File: config.mk
export PLATFORM = sky130hd
export DESIGN_NAME = wb_stage
export DESIGN_NICKNAME = d
export VERILOG_FILES = /design/src/rtl/wb_stage_pkg.sv /design/src/rtl/wb_load_fmt.sv /design/src/rtl/wb_stage.sv
export SDC_FILE = /design/constraint.sdc
export NUM_CORES = 1
export LEC_CHECK = 0
export CELL_PAD_IN_SITES_DETAIL_PLACEMENT = 1
export CELL_PAD_IN_SITES_GLOBAL_PLACEMENT = 1
export CORE_ASPECT_RATIO = 0.5
export CORE_MARGIN = 2
export CORE_UTILIZATION = 36
export CTS_CLUSTER_SIZE = 28
export DETAILED_ROUTE_END_ITERATION = 12
export PLACE_DENSITY_LB_ADDON = 0.1
export RECOVER_POWER = 50
export SYNTH_ARGS = -nofsm -noshare
export SYNTH_HDL_FRONTEND = slang
export SYNTH_SLANG_ARGS = --single-unit
File: constraint.sdc
create_clock -name clk -period 4 [get_ports clk]
set_input_delay 0.6 -clock clk [delete_from_list [all_inputs] [get_ports clk]]
set_output_delay 0.6 -clock clk [all_outputs]
set_load 0.1 [all_outputs]
File: src/rtl/wb_stage_pkg.sv
// Shared constants for the write-back stage: default widths and load funct3 encodings.
package wb_stage_pkg;

    localparam int DEF_XLEN       = 32;
    localparam int DEF_RFIDX_WIDTH = 5;
    localparam int INSTRET_WIDTH  = 64;

    localparam logic [2:0] LB_F3  = 3'b000;
    localparam logic [2:0] LH_F3  = 3'b001;
    localparam logic [2:0] LW_F3  = 3'b010;
    localparam logic [2:0] LBU_F3 = 3'b100;
    localparam logic [2:0] LHU_F3 = 3'b101;

    function automatic logic f3_is_legal(input logic [2:0] f3);
        return (f3 == LB_F3) || (f3 == LH_F3) || (f3 == LW_F3) ||
               (f3 == LBU_F3) || (f3 == LHU_F3);
    endfunction

endpackage

File: src/rtl/wb_load_fmt.sv
// Load data formatter: byte/halfword extraction with sign or zero extension.
module wb_load_fmt
    import wb_stage_pkg::*;
#(
    parameter int XLEN = DEF_XLEN
) (
    input  logic [XLEN-1:0] data_i,
    input  logic [1:0]      addr_lo_i,
    input  logic [2:0]      funct3_i,
    input  logic            is_load_i,
    output logic [XLEN-1:0] data_fmt_o,
    output logic            illegal_o
);

    logic [7:0]  ld_byte;
    logic [15:0] ld_half;

    assign ld_byte = data_i[8*addr_lo_i +: 8];
    assign ld_half = addr_lo_i[1] ? data_i[31:16] : data_i[15:0];

    always_comb begin
        data_fmt_o = data_i;
        illegal_o  = is_load_i & ~f3_is_legal(funct3_i);
        if (is_load_i) begin
            case (funct3_i)
                LB_F3:   data_fmt_o = {{(XLEN-8){ld_byte[7]}}, ld_byte};
                LBU_F3:  data_fmt_o = {{(XLEN-8){1'b0}}, ld_byte};
                LH_F3:   data_fmt_o = {{(XLEN-16){ld_half[15]}}, ld_half};
                LHU_F3:  data_fmt_o = {{(XLEN-16){1'b0}}, ld_half};
                default: data_fmt_o = data_i;
            endcase
        end
    end

endmodule

File: src/rtl/wb_stage.sv
// Write-back stage: formats retiring results, buffers them in order, drives the
// regfile write port one entry per cycle and forwards buffered results to decode.
module wb_stage
    import wb_stage_pkg::*;
#(
    parameter int XLEN        = DEF_XLEN,
    parameter int RFIDX_WIDTH = DEF_RFIDX_WIDTH,
    parameter int DEPTH       = 2
) (
    input  logic                     clk,
    input  logic                     rst_n,
    input  logic                     in_valid,
    output logic                     in_ready,
    input  logic [RFIDX_WIDTH-1:0]   in_rd,
    input  logic                     in_wen,
    input  logic                     in_is_load,
    input  logic [2:0]               in_funct3,
    input  logic [1:0]               in_addr_lo,
    input  logic [XLEN-1:0]          in_data,
    output logic                     reg_write,
    output logic [RFIDX_WIDTH-1:0]   write_addr,
    output logic [XLEN-1:0]          write_data,
    input  logic [RFIDX_WIDTH-1:0]   fwd_addr1,
    input  logic [RFIDX_WIDTH-1:0]   fwd_addr2,
    output logic                     fwd_valid1,
    output logic                     fwd_valid2,
    output logic [XLEN-1:0]          fwd_data1,
    output logic [XLEN-1:0]          fwd_data2,
    output logic                     fmt_err,
    output logic [INSTRET_WIDTH-1:0] instret,
    output logic                     empty
);

    localparam int PW = (DEPTH > 1) ? $clog2(DEPTH) : 1;
    localparam int CW = PW + 1;

    logic [RFIDX_WIDTH-1:0]   rd_q   [DEPTH];
    logic                     wen_q  [DEPTH];
    logic [XLEN-1:0]          data_q [DEPTH];
    logic [PW-1:0]            rd_ptr_q, wr_ptr_q;
    logic [CW-1:0]            count_q, count_d;
    logic [INSTRET_WIDTH-1:0] instret_q;
    logic                     fmt_err_q;

    logic [XLEN-1:0] data_fmt;
    logic            illegal;
    logic            push, pop;

    wb_load_fmt #(.XLEN(XLEN)) u_fmt (
        .data_i     (in_data),
        .addr_lo_i  (in_addr_lo),
        .funct3_i   (in_funct3),
        .is_load_i  (in_is_load),
        .data_fmt_o (data_fmt),
        .illegal_o  (illegal)
    );

    // Ready depends only on occupancy, so a full buffer takes a bubble even when popping.
    assign in_ready = (count_q < CW'(DEPTH));
    assign empty    = (count_q == '0);
    assign push     = in_valid & in_ready;
    assign pop      = ~empty;

    always_comb begin
        count_d = count_q;
        case ({push, pop})
            2'b10:   count_d = count_q + CW'(1);
            2'b01:   count_d = count_q - CW'(1);
            default: count_d = count_q;
        endcase
    end

    always_ff @(posedge clk) begin
        if (!rst_n) begin
            count_q   <= '0;
            rd_ptr_q  <= '0;
            wr_ptr_q  <= '0;
            instret_q <= '0;
            fmt_err_q <= 1'b0;
        end else begin
            count_q   <= count_d;
            fmt_err_q <= push & illegal;
            if (push) wr_ptr_q <= wr_ptr_q + PW'(1);
            if (pop) begin
                rd_ptr_q  <= rd_ptr_q + PW'(1);
                instret_q <= instret_q + INSTRET_WIDTH'(1);
            end
        end
    end

    always_ff @(posedge clk) begin
        if (rst_n && push) begin
            rd_q[wr_ptr_q]   <= in_rd;
            wen_q[wr_ptr_q]  <= in_wen;
            data_q[wr_ptr_q] <= data_fmt;
        end
    end

    // A reset edge must not also commit the head entry to the regfile.
    assign write_addr = rd_q[rd_ptr_q];
    assign write_data = data_q[rd_ptr_q];
    assign reg_write  = rst_n & ~empty & wen_q[rd_ptr_q] & (rd_q[rd_ptr_q] != '0);
    assign fmt_err    = fmt_err_q;
    assign instret    = instret_q;

    // Scan oldest to youngest so the youngest match overrides.
    always_comb begin
        logic [PW-1:0] idx;
        idx        = '0;
        fwd_valid1 = 1'b0;
        fwd_valid2 = 1'b0;
        fwd_data1  = '0;
        fwd_data2  = '0;
        for (int i = 0; i < DEPTH; i++) begin
            idx = rd_ptr_q + PW'(i);
            if ((CW'(i) < count_q) && wen_q[idx] && (rd_q[idx] != '0)) begin
                if (rd_q[idx] == fwd_addr1) begin
                    fwd_valid1 = 1'b1;
                    fwd_data1  = data_q[idx];
                end
                if (rd_q[idx] == fwd_addr2) begin
                    fwd_valid2 = 1'b1;
                    fwd_data2  = data_q[idx];
                end
            end
        end
    end

endmodule

; ---- After elaboration in Yosys (flattened, before gate mapping)
; Memories as Yosys holds them, arrays and structs flattened. A register that Yosys moved wholly into a read port is not among the register bits.
; Cells that the tools add are included.
[op_classes]
n_shift = 1
order_cmp = 3
bitwise = 8
reduce_logical = 14
eq_ne = 10
n_addsub = 5
muxes = 28
[op_table]
columns = op, n
row1 = 2-to-1 mux 32 bit, 9
row2 = case mux 32 bit (4 select lines), 1
row3 = "adder 64 x 1 -> 64 bit, second input constant", 1
row4 = indexed part select 32 x 6 -> 8 bit, 1
row5 = == test 5 bit, 4
row6 = 2-to-1 mux 1 bit, 16
row7 = 2-to-1 mux 16 bit, 1
row8 = nonzero test 5 bit, 2
row9 = AND 1 bit, 6
row10 = "== test 3 bit, second input constant", 2
row11 = logical AND 1 bit, 5
row12 = logical OR 1 bit, 4
row13 = "< comparator 1 x 2 -> 1 bit, first input constant", 2
row14 = case mux 2 bit (2 select lines), 1
row15 = "== test 3 x 1 -> 1 bit, second input constant", 1
row16 = "== test 3 x 2 -> 1 bit, second input constant", 1
row17 = logical NOT 3 bit, 1
row18 = "adder 1 bit, second input constant", 2
row19 = "adder 2 x 1 -> 2 bit, second input constant", 1
row20 = "== test 2 x 1 -> 1 bit, second input constant", 1
row21 = "== test 2 bit, second input constant", 1
row22 = logical NOT 2 bit, 1
row23 = "< comparator 2 bit, second input constant", 1
row24 = NOT 1 bit, 2
row25 = 2 further kinds, 2
[totals]
inputBits = 57
ram_bits = 76
out_inout_bits = 171
word_cells = 77
regBits = 69
memories = 3
[memory_table]
columns = memory, words, word_bits, read_ports, rd_clocked_by_memory_dff, write_ports, line_no
row1 = data_q, 2, 32, 2, 1, 1, wb_stage.sv:39  ; logic [XLEN-1:0] data_q [DEPTH];
row2 = rd_q, 2, 5, 2, 1, 1, wb_stage.sv:37  ; logic [RFIDX_WIDTH-1:0] rd_q [DEPTH];
row3 = wen_q, 2, 1, 2, 1, 1, wb_stage.sv:38  ; logic wen_q [DEPTH];

; ---- Longest topological paths before layout
[logic_depth]
word_depth = 8
mapped_depth = 10
ltp_nobuf = 8

; ---- Modules after synthesis
; A second synthesis with hierarchy kept.
[unflattened]
hier_cells = 799
hier_area_um2 = 8269.2
[modules_own_cells]
columns = module, area_per_inst_um2, cells_each, seq_area_each_um2, instances
row1 = wb_stage, 7201.9, 668, 3683.5, 1
row2 = wb_load_fmt, 1067.3, 131, 0.0, 1

; ---- Worst setup path after synthesis
; No wires, ideal clock.
[synth_timing]
path_type = register -> output
startpoint = register count_q[1]
endpoint = output port fwd_data2[10]
slack_ns = -0.129
required_ns = 3.400
n_path_buf = 1
arrival_ns = 3.529
path_stages_with_launch = 10
cell_sequence = dfxtp_1 -> inv_1 -> ha_1 -> inv_1 -> nand2_1 -> a211oi_1 -> nand4b_1 -> mux2i_2 -> buf_6 -> a22o_1
[synth_between]
elab_chain_cells = 6
word_cells_on_any_way = 9
classes_between = 2 x order compare / 3 x mux / 4 x reduce/logical
[synth_lines]
columns = element, line_no
row1 = from (decl), wb_stage.sv:41  ; logic [CW-1:0] count_q, count_d;
row2 = from (signal assigned), wb_stage.sv:81  ; count_q <= count_d;
row3 = < comparator 1 x 2 -> 1 bit, wb_stage.sv:116  ; if ((CW'(i) < count_q) && wen_q[idx] && (rd_q[idx] != '0)) begin
row4 = logical AND 1 bit (2 in a row), wb_stage.sv:116
row5 = 2-to-1 mux 32 bit, wb_stage.sv:116
row6 = 2-to-1 mux 32 bit, wb_stage.sv:121  ; if (rd_q[idx] == fwd_addr2) begin
row7 = 2-to-1 mux 32 bit *, wb_stage.sv:116
row8 = to (decl), wb_stage.sv:28  ; output logic [XLEN-1:0] fwd_data2,
; Mark *: on every way between the ends. The rest lies on a longest branch, timed or not.

; ---- Worst setup path after layout
[layout_timing]
startpoint = register rd_ptr_q
endpoint = output port fwd_data1[2]
[layout_between]
elab_chain_cells = 5
word_cells_on_any_way = 10
classes_between = 1 x add/sub / 1 x eq/ne / 2 x mux / 3 x reduce/logical / 3 x memory
[layout_lines]
columns = element, line_no
row1 = from (decl), wb_stage.sv:40  ; logic [PW-1:0] rd_ptr_q, wr_ptr_q;
row2 = from (signal assigned), wb_stage.sv:85  ; rd_ptr_q <= rd_ptr_q + PW'(1);
row3 = adder 1 bit *, wb_stage.sv:115  ; idx = rd_ptr_q + PW'(i);
row4 = memory read (2 x 5 bit) or memory read (2 x 1 bit) (tied branches), n/a
row5 = == test 5 bit (tied with other cells), wb_stage.sv:117  ; if (rd_q[idx] == fwd_addr1) begin
row6 = 2-to-1 mux 32 bit or logical AND 1 bit (tied branches), "wb_stage.sv:117, wb_stage.sv:116"
row7 = 2-to-1 mux 32 bit *, wb_stage.sv:116
row8 = to (decl), wb_stage.sv:27  ; output logic [XLEN-1:0] fwd_data1,
; Marked as above.

==> impl_results.html <==
<table>
<tr><th>Metric</th><th>Value</th></tr>
<tr><th colspan="2">Outcome</th></tr>
<tr><td>Run status</td><td>complete, but fails checks</td></tr>
<tr><td>Violations in the final reports</td><td>max-capacitance violations, max-slew violations</td></tr>
<tr><th colspan="2">Setup path</th></tr>
<tr><td>Worst R2R Path Depth</td><td>9</td></tr>
<tr><td>Start point of the critical path</td><td>rd_ptr_q</td></tr>
<tr><td>Kind of start point of the critical path</td><td>register</td></tr>
<tr><td>Reg2Reg Setup Slack</td><td>just under 0.8 ns</td></tr>
<tr><td>End of the worst register-to-register path</td><td>instret[43]</td></tr>
<tr><td>Largest fanout on the critical path</td><td>22</td></tr>
<tr><td>End point of the critical path</td><td>fwd_data1[2]</td></tr>
<tr><td>Element type at the critical path end</td><td>primary output</td></tr>
<tr><td>Delay of the slowest cell on the worst path</td><td>0.76 ns</td></tr>
<tr><td>Cell-by-cell trace of the critical path</td><td>mux2i_1 &gt; xnor2_1 &gt; nor3_2 &gt; nand4_2 &gt; mux2i_4 &gt; buf_4 &gt; a22o_2 &gt; buf_12</td></tr>
<tr><td>Worst path arrival time</td><td>roughly 3.1 ns</td></tr>
<tr><td>Critical-path cell with the highest stage delay</td><td>sky130_fd_sc_hd__dfxtp_1</td></tr>
<tr><td>Gate family responsible for the most delay along the worst path</td><td>flip-flops</td></tr>
<tr><td>Buf+Inv Stages, Crit Path</td><td>2</td></tr>
<tr><td>Crit Reg-Reg Startpoint</td><td>count_q[1]</td></tr>
<tr><td>Crit Path Class</td><td>register to primary output</td></tr>
<tr><td>Critical path data required time</td><td>between 3 and 4 ns</td></tr>
<tr><td>Stages on worst setup path</td><td>8</td></tr>
<tr><th colspan="2">Timing</th></tr>
<tr><td>Transition at the pin with the smallest max-transition slack</td><td>1.91 ns</td></tr>
<tr><td>Post-route clock skew</td><td>approximately 0.010 ns</td></tr>
<tr><td>Count of endpoints failing hold in the final timing report</td><td>0</td></tr>
<tr><td>Final worst-path cycle share</td><td>between 90% and 100%</td></tr>
<tr><td>Number of max-slew violations in the final report</td><td>92</td></tr>
<tr><td>Summed negative setup slack over all endpoints</td><td>0 ns</td></tr>
<tr><td>Max Clk Rate</td><td>about 270 MHz</td></tr>
<tr><td>Final critical delay including setup and external delays</td><td>between 3 and 4 ns</td></tr>
<tr><td>Final setup fails</td><td>0</td></tr>
<tr><td>Setup repair after global routing missed its margin</td><td>false</td></tr>
<tr><td>Worst slew margin relative to its limit</td><td>-27.1%</td></tr>
<tr><th colspan="2">Logic synthesis</th></tr>
<tr><td>Distinct cells, synth</td><td>between 50 and 60</td></tr>
<tr><td>Top_reg_cell synth</td><td>sky130_fd_sc_hd__edfxtp_1</td></tr>
<tr><td>Library cell occupying the most area in the post-synthesis netlist</td><td>sky130_fd_sc_hd__edfxtp_1</td></tr>
<tr><td>Post-synthesis average cell area</td><td>approximately 10 µm²</td></tr>
<tr><td>Fraction of the yosys area taken by sequential cells</td><td>~47%</td></tr>
<tr><td>Area fraction of the dominant cell type after synthesis</td><td>around 29%</td></tr>
<tr><td>EDFF count, synth</td><td>76</td></tr>
<tr><td>Gate Count Post-Synth</td><td>772</td></tr>
<tr><td>Top cells by area, synth</td><td>sky130_fd_sc_hd__edfxtp_1 29%, sky130_fd_sc_hd__dfxtp_1 18%, sky130_fd_sc_hd__a22o_2 6.5%</td></tr>
<tr><td>Cell area after synthesis</td><td>~7900 µm²</td></tr>
<tr><td>Seq cells post-synth</td><td>between 100 and 150</td></tr>
<tr><td>Syn Nets</td><td>~830</td></tr>
<tr><td>Fraction of registers with async set/reset</td><td>0%</td></tr>
<tr><td>Ys Warns</td><td>0</td></tr>
<tr><th colspan="2">Clock tree</th></tr>
<tr><td>Clock transition at path regs</td><td>approximately 0.06 ns</td></tr>
<tr><td>Hold Buf Count CTS</td><td>0</td></tr>
<tr><td>Depth of the CTS H-tree</td><td>4</td></tr>
<tr><td>Num CTS Buffers</td><td>17</td></tr>
<tr><td>Clock insertion delay at the later pin of the skew report</td><td>around 0.42 ns</td></tr>
<tr><td>Maximum number of buffers from clock root to sink</td><td>2</td></tr>
<tr><td>TritonCTS sink count</td><td>~150</td></tr>
<tr><td>Setup repair bufs after CTS</td><td>0</td></tr>
<tr><td>CTS tree</td><td>done</td></tr>
<tr><td>Root Buffer</td><td>sky130_fd_sc_hd__clkbuf_16</td></tr>
<tr><th colspan="2">GRT</th></tr>
<tr><td>Grt total ovfl</td><td>0</td></tr>
<tr><td>Aggregate global-route resource usage</td><td>about 22%</td></tr>
<tr><td>Global-route layer with the greatest usage</td><td>met2</td></tr>
<tr><td>Antenna violations before repair</td><td>1</td></tr>
<tr><td>Met2 track demand over resource in global routing</td><td>about 38%</td></tr>
<tr><td>Largest net degree at the start of global routing</td><td>53</td></tr>
<tr><td>Via count of the first global-routing pass</td><td>~7000</td></tr>
<tr><td>Global routing usage on met1</td><td>between 20% and 30%</td></tr>
<tr><td>Met3 track demand over resource</td><td>roughly 4.6%</td></tr>
<tr><td>Wire length of the first global-routing pass</td><td>38900 µm</td></tr>
<tr><th colspan="2">Placed design</th></tr>
<tr><td>Quantity of I/O buffers inserted on ports</td><td>~230</td></tr>
<tr><td>Global placer's final weighted congestion</td><td>between 0.8 and 0.9</td></tr>
<tr><td>DP Wirelength</td><td>18900 µm</td></tr>
<tr><td>Post-Place Cells</td><td>around 1300</td></tr>
<tr><th colspan="2">Routing</th></tr>
<tr><td>Routed Antenna Nets</td><td>0</td></tr>
<tr><td>Post-detailed-route via-to-cell ratio</td><td>5.15</td></tr>
<tr><td>Number of optimization iterations in the first detailed-route pass</td><td>4</td></tr>
<tr><td>DRC violation count after routing</td><td>0</td></tr>
<tr><td>First-iteration detailed-routing DRC count</td><td>321</td></tr>
<tr><td>Wire per inst</td><td>between 15 and 20 µm</td></tr>
<tr><td>Total wirelength of the detailed-routed design</td><td>about 25000 µm</td></tr>
<tr><td>Via Count</td><td>a little under 7000</td></tr>
<tr><th colspan="2">Die</th></tr>
<tr><td>Core Footprint</td><td>roughly 22000 µm²</td></tr>
<tr><td>Full die area</td><td>23100 µm²</td></tr>
<tr><td>Effective utilization at floorplan</td><td>36.4%</td></tr>
<tr><td>Die Height</td><td>108 µm</td></tr>
<tr><td>Row count</td><td>38</td></tr>
<tr><td>I/O pin count</td><td>around 230</td></tr>
<tr><td>Die width</td><td>between 200 and 250 µm</td></tr>
<tr><th colspan="2">Power and ir drop</th></tr>
<tr><td>Standby leakage power</td><td>4.07 nW</td></tr>
<tr><td>Total power per unit cell area</td><td>approximately 470 nW/µm²</td></tr>
<tr><td>Worst ir drop on vdd</td><td>between 0.0003 and 0.0004 V</td></tr>
<tr><th colspan="2">Cells and area</th></tr>
<tr><td>Layout cell share with drive strength beyond 1</td><td>between 20% and 30%</td></tr>
<tr><td>Number of fillers in the final layout</td><td>roughly 2400</td></tr>
<tr><td>Final Instance Count excl. Fillers</td><td>approximately 1300</td></tr>
<tr><td>Synthesis-to-layout area growth</td><td>46.8%</td></tr>
<tr><td>Number of nets in the layout</td><td>1059</td></tr>
<tr><th colspan="2">Run</th></tr>
<tr><td>Max-capacitance violation count</td><td>2</td></tr>
<tr><th colspan="2">Hold path</th></tr>
<tr><td>Path type of the worst min-delay path</td><td>register to register</td></tr>
</table>
[metrics by stage]
| stage | hold slack [ns] | total power [mW] | utilization (%) | setup slack (ns) | instance area [µm²] |
|---|---|---|---|---|---|
| floorplan | 0.495 | 3.38 | - | 0.0400 | 7860 |
| global placement | 0.491 | 3.86 | 51.0 | 0.610 | 11000 |
| detailed placement | 0.506 | 3.90 | 51.0 | 0.507 | 11000 |
| CTS | 0.515 | 5.51 | 53.7 | 0.0906 | 11600 |
| global route | 0.551 | 5.63 | 53.5 | 0.0814 | 11500 |
| finish | 0.511 | 5.43 | 53.5 | 0.271 | 11500 |
[cell families after synthesis]
group / synth area share, %
XOR/XNOR: 8.70
AO/OA/AOI/OAI: 12.6
buffers and inverters: 4.24
multiplexers: 7.70
adder cells (fa/ha/maj): 0.797
AND/OR/NAND/NOR: 19.0
flip-flops: 46.9
[cells in the mapped netlist (all sizes together) (19+ instances only)]
cell type / number
a21oi: 28
a22o: 64
buf: 19
dfxtp: 70
edfxtp: 76
inv: 21
mux2: 34
nand2: 88
nand3: 28
nand4: 23
nor2: 82
nor3: 27
nor4: 19
o21ai: 23
xnor2: 54
xor2: 24
[where the power goes]
| group | leakage (nW) | internal [mW] | switching [mW] |
|---|---|---|---|
| logic | 2.52 | 0.551 | 1.46 |
| clock network | 0.286 | 0.960 | 0.637 |
| registers | 1.26 | 1.69 | 0.128 |
[how the worst min path moves through the flow]
stage	start	endpoint	slack [ns]	cells after the start
floorplan	count_q[0]	count_q[0]	0.49	2
global placement	instret[34]	instret[34]	0.49	2
detailed placement	instret[34]	instret[34]	0.51	2
CTS	instret[34]	instret[34]	0.52	2
global route	instret[34]	instret[34]	0.55	2
finish	instret[34]	instret[34]	0.51	2
[cell usage in the layout (no fill, tap or decap), types with 4 or more instances in the layout]
cell type and n:
sky130_fd_sc_hd__clkdlybuf4s50_1 108, sky130_fd_sc_hd__and3_1 4, sky130_fd_sc_hd__edfxtp_1 76, sky130_fd_sc_hd__nor3_1 22, sky130_fd_sc_hd__xor2_1 24, sky130_fd_sc_hd__inv_1 21
sky130_fd_sc_hd__dfxtp_1 69, sky130_fd_sc_hd__mux2i_1 8, sky130_fd_sc_hd__clkbuf_1 14, sky130_fd_sc_hd__or3_1 10, sky130_fd_sc_hd__nor4_1 17, sky130_fd_sc_hd__mux2i_4 5
sky130_fd_sc_hd__nand4_1 21, sky130_fd_sc_hd__nand3_1 28, sky130_fd_sc_hd__nor3_2 5, sky130_fd_sc_hd__clkbuf_16 18, sky130_fd_sc_hd__xnor2_1 54, sky130_fd_sc_hd__nor2b_1 6
sky130_fd_sc_hd__mux2_2 33, sky130_fd_sc_hd__buf_12 64, sky130_fd_sc_hd__nor2_1 81, sky130_fd_sc_hd__dlygate4sd3_1 25, sky130_fd_sc_hd__ha_1 5, sky130_fd_sc_hd__nand2_1 88
sky130_fd_sc_hd__a21oi_1 28, sky130_fd_sc_hd__buf_4 34, sky130_fd_sc_hd__a22o_2 61, sky130_fd_sc_hd__o21ai_0 21
[worst register-to-register path: cells and delay by family (launching register included)]
family / cells / cell delay [ns]
and+or+nand+nor: 5 / 1.88
buffers and inverters: 2 / 0.40
DFF: 1 / 0.38
xor gates and xnor gates: 1 / 0.17
adders and majority gates: 1 / 0.20
[what timing repair did]
action | 4_1_cts | 5_1_grt
gates resized for setup | 0 | 1
endpoints found under the setup margin | 0 | 47
endpoints found under the hold margin | 0 | 0
[sequential cells by signal, summed over array words and instances, names as in the netlist, named ones only]
signal / count
count_q: 2
data_q: 64
fmt_err: 1
instret: 64
rd_ptr_q: 1
rd_q: 10
wen_q: 2
wr_ptr_q: 1
[metal layers]
metal,wire length (µm),up-vias,part of all wire [%]
met5,0,-,0
met4,259,0,1.0
met3,858,16,3.4
met2,12700,122,51
met1,11300,3357,45
li1,-,3261,-
[area by class of cell]
type,instances,area [µm²],share of cell area (%)
clock buffer,21,462,4.01
antenna,1,2.50,0.0217
timing repair buffer,243,2910,25.3
inverter,21,78.8,0.684
sequential,146,3690,32.0
tap,300,375,3.26
multi-input combinational,568,3880,33.7
clock inverter,11,124,1.07
Power figures use the tool's default switching activity.
